## config.mk

```make
export PLATFORM = sky130hd
export DESIGN_NAME = crc_arb_flat
export DESIGN_NICKNAME = d
export VERILOG_FILES = /design/src/rtl/crc_arb_if.sv /design/src/rtl/crc_arb.sv /design/src/flat_wrapper.sv
export SDC_FILE = /design/constraint.sdc
export NUM_CORES = 1
export LEC_CHECK = 0
export BUFFER_PORTS_ARGS = -buffer_cell sky130_fd_sc_hd__buf_4
export CAP_MARGIN = 25
export CORE_MARGIN = 10
export CORE_UTILIZATION = 48
export DETAILED_ROUTE_END_ITERATION = 10
export PLACE_DENSITY = 0.73
export SETUP_SLACK_MARGIN = 0.05
export SYNTH_ARGS = -nofsm -noshare
export SYNTH_HDL_FRONTEND = slang
export SYNTH_SLANG_ARGS = --single-unit
export TNS_END_PERCENT = 30
```

## constraint.sdc

```tcl
create_clock -name clk -period 1.8 [get_ports clk]
set_input_delay 0.36 -clock clk [delete_from_list [all_inputs] [get_ports clk]]
set_output_delay 0.36 -clock clk [all_outputs]
set_load 0.1 [all_outputs]
```

## src/rtl/crc_arb_if.sv

```systemverilog
// crc_arb_if: frame-source side and crc side of the crc arbiter.
// master = requesters/crc consumer, slave = the arbiter.
interface crc_arb_if #(parameter int NREQ = 4);
   localparam int IW = $clog2(NREQ);
   logic [NREQ-1:0]   req, req_sop, req_eop, gnt;
   logic [2*NREQ-1:0] req_d;
   logic [1:0]        crc_d;
   logic              crc_sop, crc_eop, err_timeout, err_proto;
   logic [IW-1:0]     owner;
   modport master (output req, req_d, req_sop, req_eop,
                   input gnt, crc_d, crc_sop, crc_eop, owner, err_timeout, err_proto);
   modport slave  (input req, req_d, req_sop, req_eop,
                   output gnt, crc_d, crc_sop, crc_eop, owner, err_timeout, err_proto);
endinterface

```

## src/rtl/crc_arb.sv

```systemverilog
// crc_arb: round-robin arbiter feeding one serial crc appender, one frame at a time,
// holding off the next frame until the crc trailer has drained.
module crc_arb #(
   parameter int NREQ    = 4,
   parameter int GAP     = 16,
   parameter int TIMEOUT = 8
) (
   input logic      clk,
   input logic      rst_n,
   crc_arb_if.slave bus
);
   localparam int IW = $clog2(NREQ);
   localparam int CW = $clog2(GAP + TIMEOUT);
   typedef enum logic [1:0] {S_IDLE, S_WAIT, S_FRAME, S_GAP} state_t;
   state_t          state, state_n;
   logic [IW-1:0]   w, w_n, rr, rr_n, pick, owner_n;
   logic [CW-1:0]   cnt, cnt_n;
   logic [NREQ-1:0] gnt_n;
   logic [1:0]      d_n, d_w;
   logic            sop_n, eop_n, et_n, ep_n, found, g, req_w, sop_w, eop_w;
   assign g     = bus.gnt[w];
   assign req_w = bus.req[w];
   assign sop_w = bus.req_sop[w];
   assign eop_w = bus.req_eop[w];
   assign d_w   = bus.req_d[{w, 1'b0} +: 2];
   // first requester after the rr pointer, wrapping
   always_comb begin
      pick  = rr;
      found = 1'b0;
      for (int k = 1; k <= NREQ; k++)
         if (!found && bus.req[IW'((int'(rr) + k) % NREQ)]) begin
            pick  = IW'((int'(rr) + k) % NREQ);
            found = 1'b1;
         end
   end
   always_comb begin
      state_n = state;
      w_n     = w;
      rr_n    = rr;
      cnt_n   = cnt;
      gnt_n   = bus.gnt;
      owner_n = bus.owner;
      d_n     = 2'b00;
      sop_n   = 1'b0;
      eop_n   = 1'b0;
      et_n    = 1'b0;
      ep_n    = 1'b0;
      case (state)
         S_IDLE: if (|bus.req) begin
            state_n    = S_WAIT;
            w_n        = pick;
            rr_n       = pick;
            cnt_n      = '0;
            gnt_n      = '0;
            gnt_n[pick] = 1'b1;
         end
         S_WAIT: if (g && sop_w) begin
            d_n     = d_w;
            sop_n   = 1'b1;
            eop_n   = eop_w;
            owner_n = w;
            cnt_n   = '0;
            state_n = eop_w ? S_GAP : S_FRAME;
            gnt_n   = eop_w ? '0 : bus.gnt;
         end else if (!req_w) begin
            gnt_n   = '0;
            state_n = S_IDLE;
         end else if (cnt == CW'(TIMEOUT - 1)) begin
            gnt_n   = '0;
            et_n    = 1'b1;
            state_n = S_IDLE;
         end else
            cnt_n = cnt + 1'b1;
         // a repeated sop mid-frame is flagged, its data still goes through
         S_FRAME: if (g) begin
            d_n   = d_w;
            eop_n = eop_w;
            ep_n  = sop_w;
            if (eop_w) begin
               state_n = S_GAP;
               gnt_n   = '0;
               cnt_n   = '0;
            end
         end
         default: begin
            state_n = cnt == CW'(GAP - 1) ? S_IDLE : S_GAP;
            cnt_n   = cnt + 1'b1;
         end
      endcase
   end
   always_ff @(posedge clk or negedge rst_n)
      if (!rst_n) begin
         state           <= S_IDLE;
         w               <= '0;
         rr              <= IW'(NREQ - 1);
         cnt             <= '0;
         bus.gnt         <= '0;
         bus.crc_d       <= '0;
         bus.crc_sop     <= 1'b0;
         bus.crc_eop     <= 1'b0;
         bus.owner       <= '0;
         bus.err_timeout <= 1'b0;
         bus.err_proto   <= 1'b0;
      end else begin
         state           <= state_n;
         w               <= w_n;
         rr              <= rr_n;
         cnt             <= cnt_n;
         bus.gnt         <= gnt_n;
         bus.crc_d       <= d_n;
         bus.crc_sop     <= sop_n;
         bus.crc_eop     <= eop_n;
         bus.owner       <= owner_n;
         bus.err_timeout <= et_n;
         bus.err_proto   <= ep_n;
      end
   ap_params: assert property (@(posedge clk)
      GAP >= 16 && TIMEOUT >= 2 && NREQ >= 2 && NREQ <= 8);
endmodule
```

## src/flat_wrapper.sv

```systemverilog
// flat-port wrapper written by rule: the top's interface ports become plain ports
module crc_arb_flat 
#(
   parameter int NREQ    = 4,
   parameter int GAP     = 16,
   parameter int TIMEOUT = 8
)
  (clk, rst_n, bus_req, bus_req_d, bus_req_sop, bus_req_eop, bus_gnt, bus_crc_d, bus_crc_sop, bus_crc_eop, bus_owner, bus_err_timeout, bus_err_proto);
  crc_arb_if #(.NREQ(NREQ)) bus_i ();
  input logic clk;
  input logic rst_n;
  input wire logic [$bits(bus_i.req)-1:0] bus_req;
  input wire logic [$bits(bus_i.req_d)-1:0] bus_req_d;
  input wire logic [$bits(bus_i.req_sop)-1:0] bus_req_sop;
  input wire logic [$bits(bus_i.req_eop)-1:0] bus_req_eop;
  output wire logic [$bits(bus_i.gnt)-1:0] bus_gnt;
  output wire logic [$bits(bus_i.crc_d)-1:0] bus_crc_d;
  output wire logic [$bits(bus_i.crc_sop)-1:0] bus_crc_sop;
  output wire logic [$bits(bus_i.crc_eop)-1:0] bus_crc_eop;
  output wire logic [$bits(bus_i.owner)-1:0] bus_owner;
  output wire logic [$bits(bus_i.err_timeout)-1:0] bus_err_timeout;
  output wire logic [$bits(bus_i.err_proto)-1:0] bus_err_proto;
  assign bus_i.req = bus_req;
  assign bus_i.req_d = bus_req_d;
  assign bus_i.req_sop = bus_req_sop;
  assign bus_i.req_eop = bus_req_eop;
  assign bus_gnt = bus_i.gnt;
  assign bus_crc_d = bus_i.crc_d;
  assign bus_crc_sop = bus_i.crc_sop;
  assign bus_crc_eop = bus_i.crc_eop;
  assign bus_owner = bus_i.owner;
  assign bus_err_timeout = bus_i.err_timeout;
  assign bus_err_proto = bus_i.err_proto;
  crc_arb #(.NREQ(NREQ), .GAP(GAP), .TIMEOUT(TIMEOUT)) u_core (.clk(clk), .rst_n(rst_n), .bus(bus_i));
endmodule
```

==> results by group, run 1 <==
Cells and area
  • Finished Layout Cells: 234
  • Layout cells sized above 1: 0.5124
  • Antenna Cells: 0
  • Area growth syn-to-layout: 38.56%
  • Fillers: 238
  • Nets@finish: 230

Worst setup path
  • Largest fanout on the critical path: 5
  • Setup crit end kind: register
  • Crit path launch type: register
  • CP max stage delay: 560 ps
  • Crit path max-delay cell type: mux4_2
  • Crit path cell chain: mux4_2 -> buf_6 -> a21oi_2 -> nor3_2 -> mux2_2
  • Critical Path AT: 2140 ps
  • Data required time of the worst path: 2010 ps
  • Worst Path Buf+Inv: 1
  • Kind of cell adding the most delay to the critical path: multiplexers
  • Crit Path Category: register to register

Synth
  • EDFF count, synth: 0
  • Distinct cells, synth: 43
  • Fraction of registers with async set/reset: 1.000
  • Synth Cell Area: 1493 um^2
  • YS warnings: 0
  • Top cells by area, synth: dfrtp_1 (35%), mux4_1 (7.0%), ha_1 (5.0%)
  • Avg Cell Area, Syn: 10.98 um^2
  • Top cell type's share of synthesized area: 0.3521
  • Most common cell in the netlist: dfrtp_1
  • Mapped Cells: 136
  • Part of the Yosys area used for sequential elements: 0.3873
  • Synth Flop Type: dfrtp_1
  • Mapped Nets: 164
  • Cell taking the most area after synthesis: dfrtp_1
  • Number of synthesized register bits: 23
  • Commonest cells in the netlist: dfrtp_1 (21), inv_1 (15), nand2_1 (11)

Placed design
  • Post-DP HPWL: 3.081 mm
  • Inst Count DP: 226
  • GP Congestion: 0.8850
  • PortBufs: 33

Die
  • Top Ports: 34
  • DIE AREA: 5740 um^2
  • Row cnt: 20
  • Die width: 75.77 um
  • Core Box Area: 3003 um^2
  • Die Ht: 75.77 um
  • Initial core utilization: 0.4971

STA
  • Final setup viols: 11
  • Max Clock Freq: 518.5 MHz
  • Hold Vio Cnt, Final: 0
  • Max_slew headroom: 0.7509
  • RSZ-0062 raised after global routing: true
  • Worst Tran Pin Value: 372.0 ps
  • Final Skew: 6.607 ps
  • Final setup margin: -128.5 ps
  • Period utilization: 1.071
  • WHS: 456.4 ps
  • Pins Over Slew Limit: 0
  • Min Tclk post-route: 1929 ps

Global routing
  • Antenna violations before repair: 0
  • GRT Total Usage: 0.1450
  • Largest net degree at the start of global routing: 24
  • Grt ovf: 0
  • First-pass GRT wire length: 6.417 mm
  • Number of global-route vias before repair: 1396

Drt
  • DR iter-0 viols: 53
  • Post-DR vias/cell: 5.538
  • Via count: 1296
  • Post-DRT Antenna Nets: 0
  • First drt pass iteration count: 4
  • DR WL/cell: 16.24 um
  • Routed WL: 3.801 mm
  • Drt drc: 0

Clock network
  • CTS buffer count: 3
  • Root buffer cell: clkbuf_4
  • Worst-Skew Late Latency: 310 ps
  • CTS tree: built
  • Clock buffer depth: 2
  • Reg clk slew, reported paths: 130 ps
  • H-tree levels: 1
  • Clock sink total: 23

Outcome
  • Failing checks: setup timing
  • Status: finished with violations

Power
  • Maximum vdd drop: 0.8148 mV
  • PwrDens: 1624 nW/um^2
  • P_leak: 0.0009991 uW

Flow run
  • Max Cap Viol: 0

Worst hold path
  • Hold WC Path Type: primary input to async pin
-- path summary, 6_finish.rpt --
kind                                          start                  end  slack, ps  cells past startpoint
min in group clk                       bus_req_d[0]  u_core.bus.crc_d[0]        460                      3
max in group asynchronous                     rst_n         u_core.rr[0]       1060                      2
worst min register to register  u_core.bus.owner[0]  u_core.bus.owner[0]        490                      2
worst max register to register    u_core.bus.gnt[3]        u_core.cnt[4]       -130                      5
worst min-delay path                          rst_n  u_core.bus.crc_d[1]        460                      2
worst max-delay path              u_core.bus.gnt[3]        u_core.cnt[4]       -130                      5
-- what timing repair did --
action                     4_1_cts  5_1_grt
setup endpoints to repair       16       17
gates resized for setup          6        6
setup buffers                    2        1
hold buffers                     1        0
pin swaps                        7        4
hold endpoints to repair        21        0
-- metrics by stage --
stage	power [uW]	setup WS (ps)	TNS, ps	util	instance area (um^2)
after floorplan	2374	-260.0	-2207	-	1510
after global placement	2945	-199.5	-2311	0.6567	1972
after detailed placement	3005	-226.1	-2762	0.6567	1972
after CTS	3331	-132.3	-1230	0.6808	2044
after global routing	3608	-218.4	-2081	0.6888	2068
final	3359	-128.5	-1136	0.6888	2068
-- placed cells by master (no fill, tap or decap), types with 2 or more instances in the layout --
| master | instances |
|---|---|
| a21oi_1 | 4 |
| mux2_2 | 4 |
| nor2_1 | 4 |
| nand2b_1 | 2 |
| mux4_1 | 3 |
| o32ai_1 | 4 |
| clkbuf_4 | 3 |
| dfrtp_2 | 3 |
| o211ai_1 | 3 |
| o21ai_0 | 5 |
| ha_1 | 5 |
| nand3_1 | 2 |
| nor3_1 | 3 |
| buf_4 | 64 |
| mux4_2 | 3 |
| nand2_1 | 11 |
| dfrtp_1 | 16 |
| o221ai_1 | 2 |
| a21oi_2 | 2 |
| dfstp_2 | 2 |
| or2_2 | 2 |
| inv_1 | 15 |
| nor2b_1 | 3 |
| mux2i_1 | 3 |
| o211ai_2 | 2 |
| dfrtp_4 | 2 |
-- sequential cells by signal (all words and copies together), names as in the netlist --
| name | cells |
|---|---|
| u_core.bus.crc_d | 2 |
| u_core.bus.crc_eop | 1 |
| u_core.bus.crc_sop | 1 |
| u_core.bus.err_proto | 1 |
| u_core.bus.err_timeout | 1 |
| u_core.bus.gnt | 4 |
| u_core.bus.owner | 2 |
| u_core.cnt | 5 |
| u_core.rr | 2 |
| u_core.state | 2 |
| u_core.w | 2 |
-- layout make-up --
| class | count | area, um^2 | share of cell area |
|---|---|---|---|
| Multi-Input combinational cell | 93 | 852.1 | 0.4120 |
| Sequential cell | 23 | 589.3 | 0.2849 |
| Timing Repair Buffer | 66 | 501.7 | 0.2426 |
| Inverter | 15 | 56.30 | 0.02722 |
| Tap cell | 33 | 41.29 | 0.01996 |
| Clock buffer | 3 | 22.52 | 0.01089 |
| Clock inverter | 1 | 5.005 | 0.002420 |
-- logic make-up (layout without fill, tap and decap cells) --
family	after synthesis	count (layout)	synth area share
AND/OR/NAND/NOR	40	40	0.1500
AO/OA/AOI/OAI	33	33	0.1861
flip-flops	23	23	0.3873
buffers and inverters	20	85	0.06789
multiplexers	14	14	0.1584
adder cells (fa/ha/maj)	6	6	0.05029
-- power by group --
| part | switching, uW | internal [uW] | leakage, uW | total, uW |
|---|---|---|---|---|
| clock network | 157 | 83.0 | 0.0000177 | 240 |
| registers | 132 | 695 | 0.000293 | 828 |
| logic | 1260 | 1030 | 0.000689 | 2290 |
-- layer usage --
layer / up-vias / track usage / routed length [um]
li1: 636 / - / -
met4: 0 / 0.04536 / 30
met1: 624 / 0.1628 / 1601
met5: - / 0 / 0
met3: 4 / 0.02734 / 200
met2: 32 / 0.2679 / 1969
No activity file was read; power rests on OpenSTA's default activity.
==> run 2: changes to the inputs <==
--- a/config.mk
+++ b/config.mk
@@ -5,12 +5,13 @@
 export SDC_FILE = /design/constraint.sdc
 export NUM_CORES = 1
 export LEC_CHECK = 0
-export BUFFER_PORTS_ARGS = -buffer_cell sky130_fd_sc_hd__buf_4
 export CAP_MARGIN = 25
 export CORE_MARGIN = 10
-export CORE_UTILIZATION = 48
+export CORE_UTILIZATION = 56
 export DETAILED_ROUTE_END_ITERATION = 10
-export PLACE_DENSITY = 0.73
+export DONT_BUFFER_PORTS = 1
+export GPL_TIMING_DRIVEN = 0
+export PLACE_DENSITY = 0.72
 export SETUP_SLACK_MARGIN = 0.05
 export SYNTH_ARGS = -nofsm -noshare
 export SYNTH_HDL_FRONTEND = slang
==> run 2 against run 1 <==
The run still ends with setup timing left. Die area fell by 11%. Sequential share of layout area rose by 5.3 points. Count of clock-buffer cells in the layout did not move. Core utilization rose by 1.4 points. Critical path depth fell by 1. Routed wire length fell by 10%. Critical endpoint is now u_core.state[0]. Largest power group unchanged. Highest routed layer unchanged.
==> results by group, run 2 (same netlist as run 1, synthesis figures left out) <==
Placed design
  • Post-DP HPWL: 2.514 mm (-18%)
  • Pre-CTS setup slack: -327.5 ps (-101.4 ps)
  • Inst Count DP: 166 (-27%)
  • GP Congestion: 0.8346 (-5.7%)
  • PortBufs: 0 (-100%)
  • Post-placement cell area: 1548 um^2 (-22%)

Flow run
  • Max Cap Viol: 0 (unchanged)

Clock network
  • CTS buffer count: 3 (unchanged)
  • H-tree levels: 1 (unchanged)
  • Reg clk slew, reported paths: 140 ps (about the same)
  • Root buffer cell: clkbuf_4
  • Worst-Skew Late Latency: 320 ps (about the same)
  • Clock buffer depth: 2 (unchanged)
  • Clock sink total: 23 (unchanged)
  • CTS tree: built

Drt
  • First drt pass iteration count: 5 (+1)
  • Routed WL: 3.407 mm (-10%)
  • DR WL/cell: 19.14 um (+18%)
  • Met3 routed WL: 233 um (+17%)
  • Top Metal Used: met4
  • DR iter-0 viols: 70 (+32%)
  • Met2 Wirelength: 1.740 mm (-12%)
  • Drt drc: 0 (unchanged)
  • M1 WL: 1.383 mm (-14%)
  • Post-DR vias/cell: 6.427 (+16%)
  • Via count: 1144 (-12%)
  • Post-DRT Antenna Nets: 0 (unchanged)

STA
  • Worst Tran Pin Value: 912.8 ps (+540.8 ps)
  • RSZ-0062 raised after global routing: true
  • Total negative slack: -3884 ps (-2748 ps)
  • Pins Over Slew Limit: 0 (unchanged)
  • Final Skew: 13.76 ps (+7.156 ps)
  • Final setup margin: -348.0 ps (-219.5 ps)
  • Hold Vio Cnt, Final: 0 (unchanged)
  • Final setup viols: 17 (+6)
  • Min Tclk post-route: 2148 ps (+219.5 ps)
  • Max_slew headroom: 0.3915 (-0.3594)
  • Max Clock Freq: 465.6 MHz (-10%)
  • Period utilization: 1.193 (+0.1219)

Cells and area
  • Commonest non-fill, non-tap cell in the layout: dfrtp_1
  • Fin area: 1757 um^2 (-15%)
  • Antenna Cells: 0 (unchanged)
  • Commonest non-fill, non-tap cells in the layout: dfrtp_1 (17), inv_1 (14), nand2_1 (11)
  • Largest register FFs: 5 (unchanged)
  • Top reg by flops: u_core.cnt
  • Layout cells sized above 1: 0.3311 (-0.1814)
  • Largest regs: u_core.cnt x5, u_core.bus.gnt x4
  • Nets@finish: 177 (-23%)
  • Area growth syn-to-layout: 17.69%
  • Finished Layout Cells: 178 (-24%)

Power
  • PwrDens: 1865 nW/um^2 (+15%)
  • Maximum vdd drop: 1.215 mV (+49%)
  • P_leak: 0.0007476 uW (-25%)
  • Final Power: 3276 uW (-2.5%)

Global routing
  • GRT Total Usage: 0.1242 (-0.02079)
  • Antenna violations before repair: 0 (unchanged)
  • Largest net degree at the start of global routing: 24 (unchanged)
  • First-pass GRT wire length: 5.264 mm (-18%)
  • Grt ovf: 0 (unchanged)
  • Number of global-route vias before repair: 1153 (-17%)

Outcome
  • Failing checks: setup timing
  • Status: finished with violations

Die
  • Row cnt: 18 (-10%)
  • Die width: 71.63 um (-5.5%)
  • Top Ports: 34 (unchanged)
  • Core Box Area: 2500 um^2 (-17%)
  • Die Ht: 71.63 um (-5.5%)
  • DIE AREA: 5131 um^2 (-11%)
  • Initial core utilization: 0.5971 (+0.1000)

Worst setup path
  • Largest fanout on the critical path: 6 (+1)
  • Setup crit end kind: register
  • Data required time of the worst path: 2000 ps (about the same)
  • Crit path launch type: register
  • Critical Path AT: 2350 ps (+210 ps)
  • Crit Path Category: register to register

Worst hold path
  • Hold WC Path Type: primary input to async pin
run 2: cell types whose count changed in the layout (fill, tap and decap cells not counted), moves of 2 or more:
cell / change
a21oi_2: -2
buf_6: +3
dfrtp_2: -3
a21oi_4: +2
buf_4: -58
dfrtp_4: +2
run 2: worst max-delay path: stages, from the launching register on:
cell	delay (ps)
dfrtp_4	650
mux4_2	600
a21o_4	270
o211ai_4	190
mux2_4	320
run 2: where the power goes:
group	internal [uW]	switching, uW	total [uW]
Clock	83.1	161	245
Combinational	890	975	1860
Sequential	691	476	1170
Total	1660	1610	3280
run 2: metrics by stage:
step	utilization	hold WS (ps)
floorplan	-	64.41
global placement	0.6191	65.10
detailed placement	0.6191	65.11
CTS	0.6672	364.3
global route	0.7027	313.3
finish	0.7027	314.3
run 2: metal layers:
metal / vias to the layer above / global-route usage
met4: 0 / 0.04516
met2: 30 / 0.2147
met3: 6 / 0.04132
met5: - / 0
li1: 530 / -
met1: 578 / 0.1379
run 2: timing repair:
action,CTS,global route
hold buffers,1,0
setup buffers,4,1
gates resized for setup,12,11
cloned,1,0
endpoints found under the hold margin,23,0
pin swaps,5,2
setup endpoints to repair,19,19
run 2: path summary, 6_finish.rpt:
check                                   from                   to  slack (ps)  cells after the start
setup / recovery           u_core.bus.gnt[2]      u_core.state[0]        -350                      4
hold / removal                         rst_n  u_core.bus.owner[1]         310                      1
setup reg to reg           u_core.bus.gnt[2]      u_core.state[0]        -350                      4
hold reg to reg                u_core.cnt[4]        u_core.cnt[4]         550                      1
max in group asynchronous              rst_n         u_core.rr[0]        1030                      2
min in group clk                  bus_req[2]    u_core.bus.gnt[0]         370                      3
run 2: cell type report:
cell class              instances  area, um^2
repair buffers                  8       82.58
clock inverters                 1       5.005
fillers                       176       743.2
clock buffers                   3       22.52
plain buffers                   5       52.55
multi-input cells              93       904.6
well taps                      30       37.54
flip-flops and latches         23       593.1
inverters                      15       58.81
==> run 3: changes to the inputs <==
--- a/config.mk
+++ b/config.mk
@@ -5,13 +5,14 @@
 export SDC_FILE = /design/constraint.sdc
 export NUM_CORES = 1
 export LEC_CHECK = 0
+export ABC_AREA = 1
 export CAP_MARGIN = 25
 export CORE_MARGIN = 10
-export CORE_UTILIZATION = 56
+export CORE_UTILIZATION = 57
 export DETAILED_ROUTE_END_ITERATION = 10
 export DONT_BUFFER_PORTS = 1
 export GPL_TIMING_DRIVEN = 0
-export PLACE_DENSITY = 0.72
+export PLACE_DENSITY = 0.73
 export SETUP_SLACK_MARGIN = 0.05
 export SYNTH_ARGS = -nofsm -noshare
 export SYNTH_HDL_FRONTEND = slang
==> run 3 against run 2 <==
Largest power group unchanged. Register-to-register slack improved by 480 ps. Non-clock buffer count is 1 lower. First-iteration DRC count up 23%. The flow now finishes without violations. Core utilization down 3.9 points. Critical path type unchanged. Maximum frequency rose by 28%. Largest cell class unchanged. Via count increased by 35%. Combinational power is 41% higher. Routed wire length rose by 14%. Highest routed layer unchanged. Power grew 25%.
==> results by group, run 3 <==
Die
  • DIE AREA: 5690 um^2 (+11%)
  • Top Ports: 34 (unchanged)
  • Core Box Area: 3003 um^2 (+20%)
  • Die width: 75.44 um (+5.3%)
  • Row cnt: 20 (+2)
  • Initial core utilization: 0.5833 (-0.01376)
  • Die Ht: 75.44 um (+5.3%)

Clock network
  • Reg clk slew, reported paths: 120 ps (-20 ps)
  • Root buffer cell: clkbuf_4
  • Clock buffer depth: 2 (unchanged)
  • CTS tree: built
  • Worst-Skew Late Latency: 310 ps (about the same)
  • H-tree levels: 1 (unchanged)
  • CTS buffer count: 3 (unchanged)
  • Clock sink total: 23 (unchanged)

Worst hold path
  • Hold WC Path Type: primary input to register

Synth
  • EDFF count, synth: 0 (unchanged)
  • Number of synthesized register bits: 23 (unchanged)
  • Top cells by area, synth: dfrtp_1 (30%), nand2_1 (21%), inv_1 (5.1%)
  • Part of the Yosys area used for sequential elements: 0.3300 (-0.05726)
  • Fraction of registers with async set/reset: 1.000 (unchanged)
  • Mapped Nets: 282 (+72%)
  • Commonest cells in the netlist: nand2_1 (99), inv_1 (24), dfrtp_1 (21)
  • YS warnings: 0 (unchanged)
  • Synth Flop Type: dfrtp_1
  • Avg Cell Area, Syn: 6.896 um^2 (-37%)
  • Top cell type's share of synthesized area: 0.3000 (-0.05205)
  • Most common cell in the netlist: nand2_1
  • Distinct cells, synth: 26 (-40%)
  • Synth Cell Area: 1752 um^2 (+17%)
  • Cell taking the most area after synthesis: dfrtp_1
  • Mapped Cells: 254 (+87%)

Drt
  • Post-DR vias/cell: 5.177 (-19%)
  • Post-DRT Antenna Nets: 0 (unchanged)
  • DR iter-0 viols: 86 (+23%)
  • DR WL/cell: 13.04 um (-32%)
  • Via count: 1548 (+35%)
  • Routed WL: 3.900 mm (+14%)
  • First drt pass iteration count: 4 (-1)
  • Drt drc: 0 (unchanged)

Worst setup path
  • Data required time of the worst path: 2060 ps (+60 ps)
  • Crit path cell chain: buf_6 -> inv_4 -> nand2_1 -> nand2_2 -> nand2_4 -> nand2_4 -> nor2_8 -> nand2_4 -> nand2_1 -> nand2_2 -> nor2_4 -> nand2_1 -> nand2_1
  • Largest fanout on the critical path: 10 (+4)
  • Crit path launch type: register
  • CP max stage delay: 550 ps (-100 ps)
  • Setup crit end kind: register
  • Critical Path AT: 1930 ps (-420 ps)
  • Crit path max-delay cell type: dfstp_2
  • Most used cell, CP: nand2_1
  • Crit Path Category: register to register

Placed design
  • GP Congestion: 0.8087 (-3.1%)
  • Post-DP HPWL: 2.969 mm (+18%)
  • PortBufs: 0 (unchanged)

Global routing
  • Number of global-route vias before repair: 1376 (+19%)
  • First-pass GRT wire length: 6.251 mm (+19%)
  • Grt ovf: 0 (unchanged)
  • GRT Total Usage: 0.1411 (+0.01690)
  • Largest net degree at the start of global routing: 24 (unchanged)
  • Antenna violations before repair: 0 (unchanged)

Cells and area
  • Fillers: 257 (+46%)
  • Antenna Cells: 0 (unchanged)
  • Layout cells sized above 1: 0.2669 (-0.06416)
  • Area growth syn-to-layout: 13.86%
  • Commonest non-fill, non-tap cells in the layout: nand2_1 (88), inv_1 (24), nand2_2 (20)
  • Largest register FFs: 5 (unchanged)
  • Commonest non-fill, non-tap cell in the layout: nand2_1
  • Nets@finish: 295 (+67%)
  • Top reg by flops: u_core.cnt
  • Largest regs: u_core.cnt x5, u_core.bus.gnt x4

Outcome
  • Status: finished, final reports clean

STA
  • Total negative slack: 0 ps (+3884 ps)
  • Period utilization: 0.9289 (-0.2645)
  • Hold Vio Cnt, Final: 0 (unchanged)
  • Final setup viols: 0 (-17)
  • Max_slew headroom: 0.3975 (+0.006045)
  • Pins Over Slew Limit: 0 (unchanged)
  • RSZ-0062 raised after global routing: true
  • Min Tclk post-route: 1672 ps (-476.0 ps)
  • Worst Tran Pin Value: 903.7 ps (-9.067 ps)
  • Final Skew: 1.272 ps (-12.49 ps)
  • Max Clock Freq: 598.1 MHz (+28%)

Power
  • PwrDens: 2054 nW/um^2 (+10%)
  • Final Power: 4096 uW (+25%)
  • Maximum vdd drop: 1.254 mV (+3.2%)
  • P_leak: 0.001066 uW (+43%)

Flow run
  • Max Cap Viol: 0 (unchanged)
==> run 3: cell count changes after synthesis, sizes merged, moves of 3 or more <==
| cell | previous run | this run |
|---|---|---|
| mux2 | 5 | 0 |
| nor2b | 3 | 0 |
| nand3 | 2 | 22 |
| nor2 | 4 | 24 |
| o21ai | 6 | 15 |
| mux2i | 3 | 0 |
| mux4 | 6 | 0 |
| or2 | 3 | 0 |
| nor3 | 4 | 1 |
| o32ai | 4 | 0 |
| nand2 | 11 | 115 |
| inv | 15 | 30 |
==> run 3: through the flow <==
stage               setup slack (ps)  instances  cell area [um^2]    util  hold slack, ps
finish                         128.1        299              1994  0.6642           245.4
global route                   24.85        299              1994  0.6642           233.9
CTS                            47.40        292              1844  0.6142           236.4
detailed placement             10.43        287              1798  0.5988           65.16
global placement               25.42        287              1798  0.5988           65.10
floorplan                      188.1        254              1757       -           64.41
==> run 3: final cells by class <==
| type | count | area [um^2] | area share |
|---|---|---|---|
| Tap cell | 33 | 41.29 | 0.02070 |
| Clock buffer | 4 | 26.28 | 0.01317 |
| Inverter | 30 | 115.1 | 0.05772 |
| Buffer | 4 | 35.03 | 0.01757 |
| Timing Repair Buffer | 8 | 82.58 | 0.04141 |
| Multi-Input combinational cell | 197 | 1100 | 0.5514 |
| Sequential cell | 23 | 594.3 | 0.2980 |
==> run 3: power breakdown <==
part | total, uW | switching (uW) | internal, uW
combinational | 2630 | 1690 | 943
clock | 237 | 151 | 86.8
sequential | 1220 | 525 | 699
total | 4100 | 2370 | 1730
==> run 3: routing by layer <==
layer,track usage,wire length (um),vias up
met3,0.05729,345,7
met4,0.05773,71,0
met1,0.1728,1784,690
li1,-,-,818
met5,0,0,-
met2,0.2144,1699,33
==> run 3: final timing paths <==
path | depth (start not counted) | endpoint | startpoint | slack (ps)
setup / recovery | 13 | u_core.bus.gnt[2] | u_core.rr[0] | 130
hold / removal | 2 | u_core.bus.crc_d[1] | bus_req_d[7] | 250
setup reg to reg | 13 | u_core.bus.gnt[2] | u_core.rr[0] | 130
hold reg to reg | 2 | u_core.rr[1] | u_core.rr[1] | 530
max in group asynchronous | 2 | u_core.rr[0] | rst_n | 1030
min in group asynchronous | 1 | u_core.bus.owner[0] | rst_n | 320
==> run 3: cells by family after synthesis <==
kind of cell	Yosys count	share of synthesized area
fa+ha+maj	6	0.04286
compound gates	24	0.07286
xor+xnor	2	0.01000
flops	23	0.3300
simple gates	165	0.4607
buf+inv	34	0.08357
==> run 3: worst max-delay path, delay by kind of cell (launching register included) <==
family | cells | cell delay, ps
AND/OR/NAND/NOR | 11 | 880
flip-flops | 1 | 550
buffers and inverters | 2 | 180
==> run 3: timing repair <==
item,CTS,global route
resized for setup,4,24
hold buffers,1,0
pin swaps,0,8
hold endpoints to repair,23,0
setup buffers,0,6
endpoints found under the setup margin,4,15
